<file path="config.mk">
export PLATFORM = sky130hd
export DESIGN_NAME = hstx_lane_ctrl
export DESIGN_NICKNAME = d
export VERILOG_FILES = /design/src/rtl/dphy_hstx_pkg.sv /design/src/rtl/hstx_ctrl_timer.sv /design/src/rtl/hstx_lane_ctrl.sv
export SDC_FILE = /design/constraint.sdc
export NUM_CORES = 1
export LEC_CHECK = 0
export ABC_AREA = 1
export CORE_MARGIN = 2
export CORE_UTILIZATION = 48
export CTS_CLUSTER_DIAMETER = 100
export DETAILED_ROUTE_END_ITERATION = 8
export PLACE_DENSITY = 0.79
export SKIP_CTS_REPAIR_TIMING = 1
export SYNTH_ARGS = -nofsm -noshare
export SYNTH_HDL_FRONTEND = slang
export SYNTH_SLANG_ARGS = --single-unit
</file>
<file path="constraint.sdc">
create_clock -name TxByteClkHS -period 1.9 [get_ports TxByteClkHS]
set_input_delay 0.475 -clock TxByteClkHS [delete_from_list [all_inputs] [get_ports TxByteClkHS]]
set_output_delay 0.475 -clock TxByteClkHS [all_outputs]
set_load 0.005 [all_outputs]
</file>
<file path="src/rtl/dphy_hstx_pkg.sv">
// Shared definitions for the D-PHY HS transmit lane controller:
// state encoding, default timing values and the timer load helper.
package dphy_hstx_pkg;

  typedef enum logic [3:0] {
    LP_IDLE   = 4'd0,
    LP_RQST   = 4'd1,
    LP_BRIDGE = 4'd2,
    HS_PREP   = 4'd3,
    HS_ZERO   = 4'd4,
    HS_SYNC   = 4'd5,
    HS_DATA   = 4'd6,
    HS_TRAIL  = 4'd7,
    HS_EXIT   = 4'd8
  } ctrl_state_t;

  // Default state durations, in TxByteClkHS cycles.
  localparam logic [7:0] DEF_T_LPX        = 8'd4;
  localparam logic [7:0] DEF_T_HS_PREPARE = 8'd3;
  localparam logic [7:0] DEF_T_HS_ZERO    = 8'd10;
  localparam logic [7:0] DEF_T_HS_TRAIL   = 8'd4;
  localparam logic [7:0] DEF_T_HS_EXIT    = 8'd5;

  // Counter value to load on entry so the state lasts t cycles.
  // A duration of 0 is treated as 1 cycle.
  function automatic logic [7:0] timer_load_val(input logic [7:0] t);
    return (t == 8'd0) ? 8'd0 : t - 8'd1;
  endfunction

endpackage

</file>
<file path="src/rtl/hstx_ctrl_timer.sv">
// Single 8-bit down-counter for the lane controller's timed states.
// load has priority; otherwise the counter decrements until it reaches 0
// and holds there. done is high while the count is 0.
module hstx_ctrl_timer (
  input  logic       clk,
  input  logic       rst_n,
  input  logic       load,
  input  logic [7:0] value,
  output logic       done
);

  logic [7:0] cnt;

  // Count register: synchronous active-low reset, load, or decrement to 0.
  always_ff @(posedge clk) begin
    if (!rst_n) begin
      cnt <= 8'd0;
    end else if (load) begin
      cnt <= value;
    end else if (cnt != 8'd0) begin
      cnt <= cnt - 8'd1;
    end
  end

  assign done = (cnt == 8'd0);

endmodule

</file>
<file path="src/rtl/hstx_lane_ctrl.sv">
// HS transmit lane controller: walks the LP-11 -> LP-01 -> LP-00 -> HS
// entry sequence, passes PPI payload bytes to the HS-TX core, emits the
// trail and returns to LP-11.
// Optional feature macro: HSTX_TIMING_PROG_EN adds cfg_t_* ports that
// replace the timing parameters, captured at the start of each burst.
//
// Handshake: in HS_DATA a byte moves on every cycle where hstx_ready and
// TxRequestHS are both 1; TxReadyHS and hstx_valid are high in exactly
// those cycles and hstx_byte carries TxDataHS combinationally.
module hstx_lane_ctrl
  import dphy_hstx_pkg::*;
#(
  parameter logic [7:0] T_LPX        = DEF_T_LPX,
  parameter logic [7:0] T_HS_PREPARE = DEF_T_HS_PREPARE,
  parameter logic [7:0] T_HS_ZERO    = DEF_T_HS_ZERO,
  parameter logic [7:0] T_HS_TRAIL   = DEF_T_HS_TRAIL,
  parameter logic [7:0] T_HS_EXIT    = DEF_T_HS_EXIT
) (
  input  logic       TxByteClkHS,
  input  logic       TxRst,
  input  logic       TxRequestHS,
  input  logic [7:0] TxDataHS,
  output logic       TxReadyHS,
  input  logic       hstx_ready,
  output logic       hstx_sot,
  output logic       hstx_valid,
  output logic [7:0] hstx_byte,
  output logic       hs_en,
  output logic       lp_dp,
  output logic       lp_dn,
  output logic [3:0] ctrl_state
`ifdef HSTX_TIMING_PROG_EN
  ,
  input  logic [7:0] cfg_t_lpx,
  input  logic [7:0] cfg_t_hs_prepare,
  input  logic [7:0] cfg_t_hs_zero,
  input  logic [7:0] cfg_t_hs_trail,
  input  logic [7:0] cfg_t_hs_exit
`endif
);

  ctrl_state_t state, state_nxt;
  logic        tmr_load;
  logic [7:0]  tmr_value;
  logic        tmr_done;
  logic        xfer;
  logic        last_bit7;
  logic        in_sync_d;

  // Timing values used by the next-state logic. t_lpx_entry is the value
  // loaded on the LP_IDLE -> LP_RQST edge, where captured registers are
  // not yet valid.
  logic [7:0] t_lpx_entry, t_lpx, t_prep, t_zero, t_trail, t_exit;

`ifdef HSTX_TIMING_PROG_EN
  logic [7:0] t_lpx_q, t_prep_q, t_zero_q, t_trail_q, t_exit_q;

  // Capture programmed timings as a burst starts; held until the next one.
  always_ff @(posedge TxByteClkHS) begin
    if (!TxRst) begin
      t_lpx_q   <= T_LPX;
      t_prep_q  <= T_HS_PREPARE;
      t_zero_q  <= T_HS_ZERO;
      t_trail_q <= T_HS_TRAIL;
      t_exit_q  <= T_HS_EXIT;
    end else if (state == LP_IDLE && TxRequestHS) begin
      t_lpx_q   <= cfg_t_lpx;
      t_prep_q  <= cfg_t_hs_prepare;
      t_zero_q  <= cfg_t_hs_zero;
      t_trail_q <= cfg_t_hs_trail;
      t_exit_q  <= cfg_t_hs_exit;
    end
  end

  assign t_lpx_entry = cfg_t_lpx;
  assign t_lpx       = t_lpx_q;
  assign t_prep      = t_prep_q;
  assign t_zero      = t_zero_q;
  assign t_trail     = t_trail_q;
  assign t_exit      = t_exit_q;
`else
  assign t_lpx_entry = T_LPX;
  assign t_lpx       = T_LPX;
  assign t_prep      = T_HS_PREPARE;
  assign t_zero      = T_HS_ZERO;
  assign t_trail     = T_HS_TRAIL;
  assign t_exit      = T_HS_EXIT;
`endif

  hstx_ctrl_timer u_timer (
    .clk   (TxByteClkHS),
    .rst_n (TxRst),
    .load  (tmr_load),
    .value (tmr_value),
    .done  (tmr_done)
  );

  // State register; reset drops straight to LP_IDLE from any state.
  always_ff @(posedge TxByteClkHS) begin
    if (!TxRst) begin
      state <= LP_IDLE;
    end else begin
      state <= state_nxt;
    end
  end

  // Next state, plus timer load on entry to each timed state.
  always_comb begin
    state_nxt = state;
    tmr_load  = 1'b0;
    tmr_value = 8'd0;
    case (state)
      LP_IDLE: if (TxRequestHS) begin
        state_nxt = LP_RQST;
        tmr_load  = 1'b1;
        tmr_value = timer_load_val(t_lpx_entry);
      end
      LP_RQST: if (tmr_done) begin
        state_nxt = LP_BRIDGE;
        tmr_load  = 1'b1;
        tmr_value = timer_load_val(t_lpx);
      end
      LP_BRIDGE: if (tmr_done) begin
        state_nxt = HS_PREP;
        tmr_load  = 1'b1;
        tmr_value = timer_load_val(t_prep);
      end
      HS_PREP: if (tmr_done) begin
        state_nxt = HS_ZERO;
        tmr_load  = 1'b1;
        tmr_value = timer_load_val(t_zero);
      end
      HS_ZERO:  if (tmr_done)    state_nxt = HS_SYNC;
      HS_SYNC:  if (hstx_ready)  state_nxt = HS_DATA;
      HS_DATA: if (!TxRequestHS) begin
        state_nxt = HS_TRAIL;
        tmr_load  = 1'b1;
        tmr_value = timer_load_val(t_trail);
      end
      HS_TRAIL: if (tmr_done) begin
        state_nxt = HS_EXIT;
        tmr_load  = 1'b1;
        tmr_value = timer_load_val(t_exit);
      end
      HS_EXIT:  if (tmr_done)    state_nxt = LP_IDLE;
      default:  state_nxt = LP_IDLE;
    endcase
  end

  assign xfer = (state == HS_DATA) && hstx_ready && TxRequestHS;

  // Remember bit 7 of the last byte sent; selects the trail polarity.
  always_ff @(posedge TxByteClkHS) begin
    if (!TxRst) begin
      last_bit7 <= 1'b0;
    end else if (xfer) begin
      last_bit7 <= TxDataHS[7];
    end
  end

  // Delayed HS_SYNC flag so hstx_sot covers only the first HS_SYNC cycle.
  always_ff @(posedge TxByteClkHS) begin
    if (!TxRst) begin
      in_sync_d <= 1'b0;
    end else begin
      in_sync_d <= (state == HS_SYNC);
    end
  end

  assign hstx_sot   = (state == HS_SYNC) && !in_sync_d;
  assign ctrl_state = state;

  // Line levels and HS-TX core outputs decoded from the current state.
  always_comb begin
    lp_dp      = 1'b1;
    lp_dn      = 1'b1;
    hs_en      = 1'b0;
    TxReadyHS  = 1'b0;
    hstx_valid = 1'b0;
    hstx_byte  = 8'h00;
    case (state)
      LP_RQST: begin
        lp_dp = 1'b0;
      end
      LP_BRIDGE: begin
        lp_dp = 1'b0;
        lp_dn = 1'b0;
      end
      HS_PREP, HS_ZERO, HS_SYNC: begin
        lp_dp = 1'b0;
        lp_dn = 1'b0;
        hs_en = 1'b1;
      end
      HS_DATA: begin
        lp_dp      = 1'b0;
        lp_dn      = 1'b0;
        hs_en      = 1'b1;
        TxReadyHS  = xfer;
        hstx_valid = xfer;
        hstx_byte  = xfer ? TxDataHS : 8'h00;
      end
      HS_TRAIL: begin
        lp_dp      = 1'b0;
        lp_dn      = 1'b0;
        hs_en      = 1'b1;
        hstx_valid = 1'b1;
        hstx_byte  = last_bit7 ? 8'h00 : 8'hFF;
      end
      default: ;
    endcase
  end

endmodule

</file>
Yosys cells after proc, flatten, opt, wreduce, memory -nomap -nowiden
Index checks and enable logic that the tools add are counted.
{"block": "totals", "register_bits": 14, "inputBits": 12, "out_inout_bits": 18}
{"block": "classes", "muxes": 31, "n_eq_ne": 17, "n_addsub": 1, "reduce_logical": 13}
{"op": "one-hot mux 8 bit (6 select lines)", "count": 1}
{"op": "2-to-1 mux 4 bit", "count": 10}
{"op": "one-hot mux 4 bit (9 select lines)", "count": 1}
{"op": "2-to-1 mux 8 bit", "count": 4}
{"op": "!= test 2 bit, second input constant", "count": 9}
{"op": "equality test 4 x 3 -> 1 bit, second input constant", "count": 4}
{"op": "one-hot mux 8 bit (2 select lines)", "count": 1}
{"op": "AND reduction 9 bit", "count": 1}
{"op": "equality test 4 x 2 -> 1 bit, second input constant", "count": 2}
{"op": "logical NOT 8 bit", "count": 1}
{"op": "2-to-1 mux 2 bit", "count": 4}
{"op": "nonzero test 8 bit", "count": 1}
{"op": "subtractor 8 x 1 -> 8 bit, second input constant", "count": 1}
{"op": "2-to-1 mux 1 bit", "count": 7}
{"op": "OR reduction 7 bit", "count": 1}
{"op": "OR reduction 6 bit", "count": 1}
{"op": "OR reduction 5 bit", "count": 1}
{"op": "equality test 4 x 1 -> 1 bit, second input constant", "count": 1}
{"op": "equality test 4 bit, second input constant", "count": 1}
{"op": "logical NOT 4 bit", "count": 1}
{"op": "OR reduction 4 bit", "count": 1}
{"op": "logical AND 1 bit", "count": 3}
{"op": "2-to-1 mux 3 bit", "count": 1}
{"op": "one-hot mux 1 bit (3 select lines)", "count": 1}
{"op": "other kinds (3)", "count": 3}

Depth between registers and ports, before layout
Gate-level depths: netlist of the first run.
{"block": "logic_depth", "ltp_word": 5, "mapped_depth": 11, "ltp_nobuf": 11}

By module
Synthesis of the first run repeated with hierarchy kept, for this count alone.
{"block": "unflattened", "hier_cells": 163, "hier_area_um2": 988.4}
{"mod": "hstx_lane_ctrl", "area_each_um2": 510.5, "cells_per_inst": 93, "instances": 1}
{"mod": "hstx_ctrl_timer", "area_each_um2": 478.0, "cells_per_inst": 70, "instances": 1}

Worst setup path after synthesis of the first run
Ideal clock, no wire load.
{"block": "synth_timing", "path_type": "register to output", "from": "register state[0], in the netlist ctrl_state[0]", "to": "output hstx_byte[0]", "path_stages_with_launch": 8, "t_required_ns": 1.425, "path_buffers": 2, "arrival_ns": 1.143, "slack_ns": 0.282, "cell_sequence": "dfxtp_1 buf_6 nand2_1 nor2_1 inv_1 or2_1 buf_2 nand2_1"}
{"block": "synth_between", "elab_chain_cells": 5, "word_cells_on_any_way": 6}
{"item": "from (decl)", "line_no": "hstx_lane_ctrl.sv:42", "rtl": "ctrl_state_t state, state_nxt;"}
{"item": "from (signal assigned)", "line_no": "hstx_lane_ctrl.sv:103", "rtl": "state <= state_nxt;"}
{"item": "equality test 4 x 3 -> 1 bit", "line_no": "hstx_lane_ctrl.sv:150, hstx_lane_ctrl.sv:181"}
{"item": "logical AND 1 bit (2 in a row)", "line_no": "hstx_lane_ctrl.sv:150", "rtl": "assign xfer = (state == HS_DATA) && hstx_ready && TxRequestHS;"}
{"item": "2-to-1 mux 8 bit", "line_no": "hstx_lane_ctrl.sv:200", "rtl": "hstx_byte = xfer ? TxDataHS : 8'h00;"}
{"item": "one-hot mux 8 bit (2 select lines) *", "line_no": "hstx_lane_ctrl.sv:181", "rtl": "case (state)"}
{"item": "to (decl)", "line_no": "hstx_lane_ctrl.sv:27", "rtl": "output logic [7:0] hstx_byte,"}
Mark *: on every way between the ends. The rest lies on a longest branch, timed or not.

Worst setup path in the final report of the first run
{"block": "layout_timing", "from": "register state[0], in the netlist ctrl_state[0]", "to": "output hstx_byte[6]"}
The elaborated chain is that of the path after synthesis.

==> flow_results.xml, run 1 <==
<?xml version="1.0" encoding="UTF-8"?>
<metrics>
  <group name="final_layout">
    <metric name="layout-area-overhead-vs-synth" unit="%">43.3</metric>
    <metric name="sequential_cell_area" unit="um2">290</metric>
    <metric name="multi_input_area" unit="um2">759</metric>
    <metric name="insertedDiodeCount" unit="">0</metric>
    <metric name="final_layout_size_suffix_gt1_share" unit="%">31.4</metric>
    <metric name="mostFrequentLayoutCell" unit="">sky130_fd_sc_hd__nand2_1</metric>
    <metric name="fin_cells" unit="">257</metric>
    <metric name="final_cell_mix" unit="">sky130_fd_sc_hd__nand2_1 (55), sky130_fd_sc_hd__inv_1 (17), sky130_fd_sc_hd__buf_4 (17)</metric>
    <metric name="filler_cell_count" unit="">181</metric>
    <metric name="finalNetCount" unit="">244</metric>
    <metric name="postLayoutCoreUtil" unit="%">73.8</metric>
  </group>
  <group name="setup_path">
    <metric name="crit_path_start_kind" unit="">flop</metric>
    <metric name="critical_path_s_top_delay_family" unit="">simple AND/OR/NAND/NOR gates</metric>
    <metric name="worstPathRequired" unit="ps">1420</metric>
    <metric name="cells_along_the_critical_path" unit="">buf_6 -&gt; nor2_4 -&gt; nand2_4 -&gt; nor2_8 -&gt; nand2_4 -&gt; clkinv_4 -&gt; nand2_1 -&gt; nand2_1 -&gt; dlymetal6s2s_1</metric>
    <metric name="timing.critical_path.buf_inv" unit="">3</metric>
    <metric name="crit_end_category" unit="">primary output</metric>
    <metric name="timing.critical_path.slowest_cell_delay" unit="ps">350</metric>
    <metric name="path_max_fanout" unit="">9</metric>
    <metric name="critPathSlowestCell" unit="">sky130_fd_sc_hd__dfxtp_4</metric>
    <metric name="crit_arrival" unit="ps">1440</metric>
    <metric name="path_class" unit="">reg2out</metric>
  </group>
  <group name="routing">
    <metric name="vias" unit="">1276</metric>
    <metric name="postRouteWirelength" unit="um">2840</metric>
    <metric name="remaining_number_of_nets_flagged_by_the_antenna_check_after_routing" unit="">0</metric>
    <metric name="drt_iter0_markers" unit="">19</metric>
    <metric name="drt_pre_antenna_iters" unit="">6</metric>
    <metric name="viasPerCell" unit="">4.96</metric>
    <metric name="drt-wirelength-per-cell" unit="um">11.1</metric>
    <metric name="drc" unit="">1</metric>
  </group>
  <group name="job">
    <metric name="max-cap-violations" unit="">0</metric>
  </group>
  <group name="timing">
    <metric name="worst_slew_margin_rel" unit="%">79.1</metric>
    <metric name="finalHoldViolations" unit="">0</metric>
    <metric name="grt_setup_unrepaired" unit="">yes</metric>
    <metric name="fin_worst_hold_slack" unit="ps">489</metric>
    <metric name="setup_viol" unit="">1</metric>
    <metric name="postLayoutSetupSlackWorst" unit="ps">-14.9</metric>
    <metric name="worst_pin_slew" unit="ps">313</metric>
    <metric name="clock-skew-final" unit="ps">3.75</metric>
    <metric name="finalWorstPathRequiredPeriod" unit="ps">1910</metric>
    <metric name="fmaxAchievable" unit="GHz">0.522</metric>
    <metric name="fin_crit_sh" unit="%">101</metric>
    <metric name="slew_violations" unit="">0</metric>
  </group>
  <group name="floorplanning">
    <metric name="core.rowCount" unit="">17</metric>
    <metric name="start_util" unit="%">51.5</metric>
    <metric name="die_height" unit="um">53.0</metric>
    <metric name="core" unit="um2">2230</metric>
    <metric name="floorplan.die.width" unit="um">53.0</metric>
    <metric name="dieArea" unit="um2">2810</metric>
    <metric name="io_pins" unit="">30</metric>
  </group>
  <group name="global_routing">
    <metric name="global_route_wire_length_before_repair" unit="um">4830</metric>
    <metric name="grt_start_max_net_pins" unit="">10</metric>
    <metric name="grt_antenna_before_repair" unit="">0</metric>
    <metric name="first_global_vias" unit="">1214</metric>
    <metric name="gr-usage-all-layers" unit="%">22.9</metric>
    <metric name="globalRoute.totalOverflow" unit="">0</metric>
  </group>
  <group name="power">
    <metric name="total_design_power" unit="mW">2.24</metric>
    <metric name="p_leak" unit="nW">0.991</metric>
    <metric name="share_clk_of_total_power" unit="%">9.6</metric>
    <metric name="netSwitchingFraction" unit="%">49.3</metric>
    <metric name="part_of_the_power_in_combinational_logic" unit="%">69.5</metric>
    <metric name="power_density" unit="nW/um2">1360</metric>
    <metric name="power.sequential.fraction" unit="%">20.9</metric>
    <metric name="net-switching-power" unit="mW">1.11</metric>
    <metric name="cell_internal_pwr" unit="mW">1.14</metric>
    <metric name="ir_worst_vdd" unit="mV">1.29</metric>
  </group>
  <group name="synth">
    <metric name="cells_after_synth" unit="">179</metric>
    <metric name="most_used_flip_flop_cell_after_synthesis" unit="">sky130_fd_sc_hd__dfxtp_1</metric>
    <metric name="synth_nets" unit="">193</metric>
    <metric name="mappedNetlistArea" unit="um2">1150</metric>
    <metric name="yosysSeqAreaShare" unit="%">24.3</metric>
    <metric name="ys_seq_elements" unit="">14</metric>
    <metric name="library_cells_used_by_synthesis" unit="">25</metric>
    <metric name="synthesis.yosys.warnings" unit="">0</metric>
    <metric name="synth_enable_flop_cells" unit="">0</metric>
    <metric name="synthesis.area_per_instance" unit="um2">6.43</metric>
    <metric name="async_reset_ff_share" unit="%">0</metric>
  </group>
  <group name="place">
    <metric name="place_hpwl" unit="um">2260</metric>
    <metric name="io_buffers" unit="">29</metric>
    <metric name="placedCellCount" unit="">252</metric>
    <metric name="gp_routability_congestion" unit="">0.827</metric>
  </group>
  <group name="run_status">
    <metric name="run_status" unit="">finished, violations left</metric>
    <metric name="violated_checks" unit="">design-rule violations, negative setup slack</metric>
  </group>
  <group name="clock_network">
    <metric name="clk_path_buf_depth" unit="">2</metric>
    <metric name="cts.reportedPaths.clkPinSlew" unit="ps">80</metric>
    <metric name="clock_latency" unit="ps">280</metric>
    <metric name="tritoncts_num_sinks" unit="">14</metric>
    <metric name="cts_made_buffers" unit="">3</metric>
    <metric name="clockRootBuffer" unit="">sky130_fd_sc_hd__clkbuf_4</metric>
    <metric name="htree_num_levels" unit="">1</metric>
    <metric name="tritoncts_clock_tree" unit="">done</metric>
  </group>
  <group name="min_path">
    <metric name="worstHoldPathType" unit="">reg2reg</metric>
  </group>
</metrics>
==> cell usage after synthesis, types with 2 or more instances <==
| library cell | instances | area (um2) |
|---|---|---|
| sky130_fd_sc_hd__nand2_2 | 7 | 43.8 |
| sky130_fd_sc_hd__nor2_1 | 16 | 60.1 |
| sky130_fd_sc_hd__nor2_8 | 2 | 40.0 |
| sky130_fd_sc_hd__nor2_2 | 5 | 31.3 |
| sky130_fd_sc_hd__inv_1 | 18 | 67.6 |
| sky130_fd_sc_hd__nand2_1 | 55 | 206 |
| sky130_fd_sc_hd__nand4_1 | 2 | 12.5 |
| sky130_fd_sc_hd__nor3_1 | 2 | 10.0 |
| sky130_fd_sc_hd__xor2_1 | 3 | 26.3 |
| sky130_fd_sc_hd__nand2_4 | 8 | 90.1 |
| sky130_fd_sc_hd__dfxtp_1 | 14 | 280 |
| sky130_fd_sc_hd__nor2_4 | 3 | 33.8 |
| sky130_fd_sc_hd__inv_2 | 7 | 26.3 |
| sky130_fd_sc_hd__ha_1 | 2 | 25.0 |
| sky130_fd_sc_hd__nand3_1 | 14 | 70.1 |
| sky130_fd_sc_hd__a21oi_1 | 7 | 35.0 |
| sky130_fd_sc_hd__o21ai_0 | 6 | 30.0 |
==> routing by layer <==
layer	wire length, um	GRT usage, %	up-vias
met5	0	0	-
met4	31	6.41	0
met3	171	4.80	6
met2	1420	41.3	47
met1	1220	27.2	570
li1	-	-	653
==> state kept, by name (all words and copies together) (netlist names) <==
register / count
u_timer.cnt: 8
last_bit7: 1
ctrl_state: 4
in_sync_d: 1
==> through the flow <==
step	setup slack (ps)	setup TNS (ps)	area (um2)
floorplan	282	0	1150
global placement	-499	-4690	1600
detailed placement	-540	-4960	1600
CTS	-546	-5690	1630
global route	-104	-530	1650
finish	-14.9	-14.9	1650
==> final timing paths <==
check | cells past startpoint | to | slack (ps) | start
max | 9 | hstx_byte[6] | -10 | ctrl_state[0]
min | 2 | last_bit7 | 490 | last_bit7
max reg2reg | 9 | u_timer.cnt[5] | 380 | u_timer.cnt[0]
min reg2reg | 2 | last_bit7 | 490 | last_bit7
==> power groups by stage <==
stage	Clock [mW]	Combinational [mW]	Sequential (mW)
detailed placement	0	1.51	0.475
global route	0.232	1.75	0.481
floorplan	0	1.10	0.469
CTS	0.219	1.52	0.467
global placement	0	1.46	0.471
finish	0.216	1.56	0.468
==> kinds of logic after synthesis <==
group	Yosys count	synth area share (%)
AND/OR/NAND/NOR	117	53.9
buffers and inverters	28	10.3
AO/OA/AOI/OAI	15	6.96
flip-flops	14	24.3
XOR/XNOR	3	2.28
adder cells (fa/ha/maj)	2	2.17
==> layout make-up <==
class	count	area share, %
inverter	26	6.22
timing repair buffer	48	25.8
multi-input combinational	137	46.1
clock buffer	4	2.20
sequential	14	17.6
tap	28	2.12
==> tightest hold or removal path, stage by stage (launching register included) <==
cell and delay [ps]:
sky130_fd_sc_hd__dfxtp_1 320, sky130_fd_sc_hd__nand2_1 80, sky130_fd_sc_hd__a21oi_2 50
(Power assumes the default switching activity.)
==> run 2: changes to the inputs <==
clock period = 2 ns   (was 1.9 ns; I/O delays follow)
==> run 2 against run 1 <==
Net effect: the flow finishes with violations (negative setup slack); critical path depth down 1; first-iteration DRC count is 130% higher; cell area rose by 3.7%; largest cell class unchanged; largest power group unchanged.
==> flow_results.xml, run 2 (synthesis gave the netlist of run 1 again) <==
<?xml version="1.0" encoding="UTF-8"?>
<metrics>
  <group name="clock_network">
    <metric name="htree_num_levels" unit="">1</metric>
    <metric name="clockRootBuffer" unit="">sky130_fd_sc_hd__clkbuf_4</metric>
    <metric name="cts_made_buffers" unit="">3</metric>
    <metric name="clk_path_buf_depth" unit="">2</metric>
    <metric name="tritoncts_num_sinks" unit="">14</metric>
    <metric name="clock_latency" unit="ps">290</metric>
    <metric name="tritoncts_clock_tree" unit="">done</metric>
    <metric name="cts.reportedPaths.clkPinSlew" unit="ps">90</metric>
  </group>
  <group name="power">
    <metric name="part_of_the_power_in_combinational_logic" unit="%">68.7</metric>
    <metric name="share_clk_of_total_power" unit="%">9.7</metric>
    <metric name="cell_internal_pwr" unit="mW">1.07</metric>
    <metric name="power_density" unit="nW/um2">1240</metric>
    <metric name="netSwitchingFraction" unit="%">49.3</metric>
    <metric name="power.sequential.fraction" unit="%">21.6</metric>
    <metric name="net-switching-power" unit="mW">1.04</metric>
    <metric name="ir_worst_vdd" unit="mV">1.14</metric>
    <metric name="total_design_power" unit="mW">2.12</metric>
    <metric name="p_leak" unit="nW">1.09</metric>
  </group>
  <group name="final_layout">
    <metric name="final_cell_mix" unit="">sky130_fd_sc_hd__nand2_1 (54), sky130_fd_sc_hd__buf_4 (22), sky130_fd_sc_hd__inv_1 (17)</metric>
    <metric name="postLayoutCoreUtil" unit="%">76.6</metric>
    <metric name="max_ffs_per_register" unit="">8</metric>
    <metric name="final_layout_size_suffix_gt1_share" unit="%">30.9</metric>
    <metric name="mostFrequentLayoutCell" unit="">sky130_fd_sc_hd__nand2_1</metric>
    <metric name="fin_cells" unit="">261</metric>
    <metric name="insertedDiodeCount" unit="">0</metric>
    <metric name="largest_register" unit="">u_timer.cnt</metric>
    <metric name="layout-area-overhead-vs-synth" unit="%">48.6</metric>
    <metric name="finalNetCount" unit="">248</metric>
  </group>
  <group name="global_routing">
    <metric name="grt_start_max_net_pins" unit="">10</metric>
    <metric name="first_global_vias" unit="">1189</metric>
    <metric name="grt_antenna_before_repair" unit="">0</metric>
    <metric name="globalRoute.totalOverflow" unit="">0</metric>
    <metric name="gr-usage-all-layers" unit="%">23.3</metric>
    <metric name="global_route_wire_length_before_repair" unit="um">4830</metric>
  </group>
  <group name="routing">
    <metric name="drc" unit="">0</metric>
    <metric name="postRouteWirelength" unit="um">2850</metric>
    <metric name="drt_pre_antenna_iters" unit="">4</metric>
    <metric name="remaining_number_of_nets_flagged_by_the_antenna_check_after_routing" unit="">0</metric>
    <metric name="drt_iter0_markers" unit="">44</metric>
    <metric name="drt-wirelength-per-cell" unit="um">10.9</metric>
    <metric name="viasPerCell" unit="">4.90</metric>
    <metric name="vias" unit="">1278</metric>
  </group>
  <group name="setup_path">
    <metric name="path_max_fanout" unit="">7</metric>
    <metric name="path_class" unit="">reg2out</metric>
    <metric name="crit_end_category" unit="">primary output</metric>
    <metric name="worstPathRequired" unit="ps">1500</metric>
    <metric name="crit_arrival" unit="ps">1640</metric>
    <metric name="length_in_cells_of_the_worst_reg_to_reg_path" unit="">9</metric>
    <metric name="crit_path_start_kind" unit="">flop</metric>
  </group>
  <group name="run_status">
    <metric name="run_status" unit="">finished, violations left</metric>
    <metric name="violated_checks" unit="">negative setup slack</metric>
  </group>
  <group name="timing">
    <metric name="fin_setup_tns" unit="ps">-276</metric>
    <metric name="slew_violations" unit="">0</metric>
    <metric name="finalHoldViolations" unit="">0</metric>
    <metric name="worst_slew_margin_rel" unit="%">79.0</metric>
    <metric name="fmaxAchievable" unit="GHz">0.467</metric>
    <metric name="finalWorstPathRequiredPeriod" unit="ps">2140</metric>
    <metric name="setup_viol" unit="">3</metric>
    <metric name="fin_crit_sh" unit="%">107</metric>
    <metric name="clock-skew-final" unit="ps">6.86</metric>
    <metric name="postLayoutSetupSlackWorst" unit="ps">-142</metric>
    <metric name="grt_setup_unrepaired" unit="">yes</metric>
    <metric name="worst_pin_slew" unit="ps">313</metric>
  </group>
  <group name="min_path">
    <metric name="holdPathStages" unit="">2</metric>
    <metric name="worstHoldPathType" unit="">reg2reg</metric>
  </group>
  <group name="place">
    <metric name="place_hpwl" unit="um">2220</metric>
    <metric name="dpl_worst_slack" unit="ps">-493</metric>
    <metric name="io_buffers" unit="">29</metric>
    <metric name="placedCellCount" unit="">251</metric>
    <metric name="gp_routability_congestion" unit="">0.793</metric>
  </group>
  <group name="floorplanning">
    <metric name="floorplan.die.width" unit="um">53.0</metric>
    <metric name="core" unit="um2">2230</metric>
    <metric name="start_util" unit="%">51.5</metric>
    <metric name="die_height" unit="um">53.0</metric>
    <metric name="dieArea" unit="um2">2810</metric>
    <metric name="core.rowCount" unit="">17</metric>
    <metric name="io_pins" unit="">30</metric>
  </group>
  <group name="job">
    <metric name="max-cap-violations" unit="">0</metric>
  </group>
</metrics>
run 2: cell count changes in the layout (fill, tap and decap cells not counted), moves of 2 or more:
cell                             before  now
sky130_fd_sc_hd__nand2_2              6    8
sky130_fd_sc_hd__buf_4               17   22
sky130_fd_sc_hd__dlymetal6s2s_1       8   13
sky130_fd_sc_hd__buf_2                4    0
run 2: per-stage QoR:
| step | instance area [um2] | hold WS, ps |
|---|---|---|
| final | 1710 | 485 |
| after global routing | 1710 | 502 |
| after CTS | 1620 | 480 |
| after detailed placement | 1590 | 469 |
| after global placement | 1590 | 474 |
| after floorplan | 1150 | 450 |
run 2: path summary, 6_finish.rpt:
kind,from,to,slack [ps]
hold reg to reg,last_bit7,last_bit7,480
hold / removal,last_bit7,last_bit7,480
setup reg to reg,u_timer.cnt[0],u_timer.cnt[5],460
setup / recovery,ctrl_state[0],hstx_byte[3],-140
run 2: layer usage:
layer | track usage, % | share of wire (%) | vias to the layer above
met5 | 0 | 0 | -
met4 | 3.85 | 0.67 | 0
met3 | 6.50 | 6.6 | 4
met2 | 43.1 | 51 | 55
met1 | 26.8 | 42 | 557
li1 | - | - | 662
run 2: power by group through the flow:
| stage | clock [mW] | combinational (mW) | sequential (mW) |
|---|---|---|---|
| after detailed placement | 0 | 1.42 | 0.453 |
| after floorplan | 0 | 1.05 | 0.446 |
| after global routing | 0.217 | 1.62 | 0.471 |
| after global placement | 0 | 1.38 | 0.448 |
| final | 0.205 | 1.45 | 0.457 |
| after CTS | 0.211 | 1.44 | 0.446 |
run 2: worst max-delay path, cell delays in order (launching register included):
cell                             delay [ps]
sky130_fd_sc_hd__dfxtp_4                390
sky130_fd_sc_hd__nand2_2                 60
sky130_fd_sc_hd__nor2_1                 140
sky130_fd_sc_hd__inv_1                   70
sky130_fd_sc_hd__or2_4                  260
sky130_fd_sc_hd__buf_4                  140
sky130_fd_sc_hd__buf_4                  130
sky130_fd_sc_hd__nand2_1                 60
sky130_fd_sc_hd__dlymetal6s2s_1         120
run 2: final cells by class:
| cell class | instances | area (um2) |
|---|---|---|
| inverter | 26 | 103 |
| clock buffer | 4 | 36.3 |
| tap | 28 | 35.0 |
| timing repair buffer | 52 | 489 |
| multi-input combinational | 137 | 757 |
| sequential | 14 | 290 |
| fill | 167 | 523 |
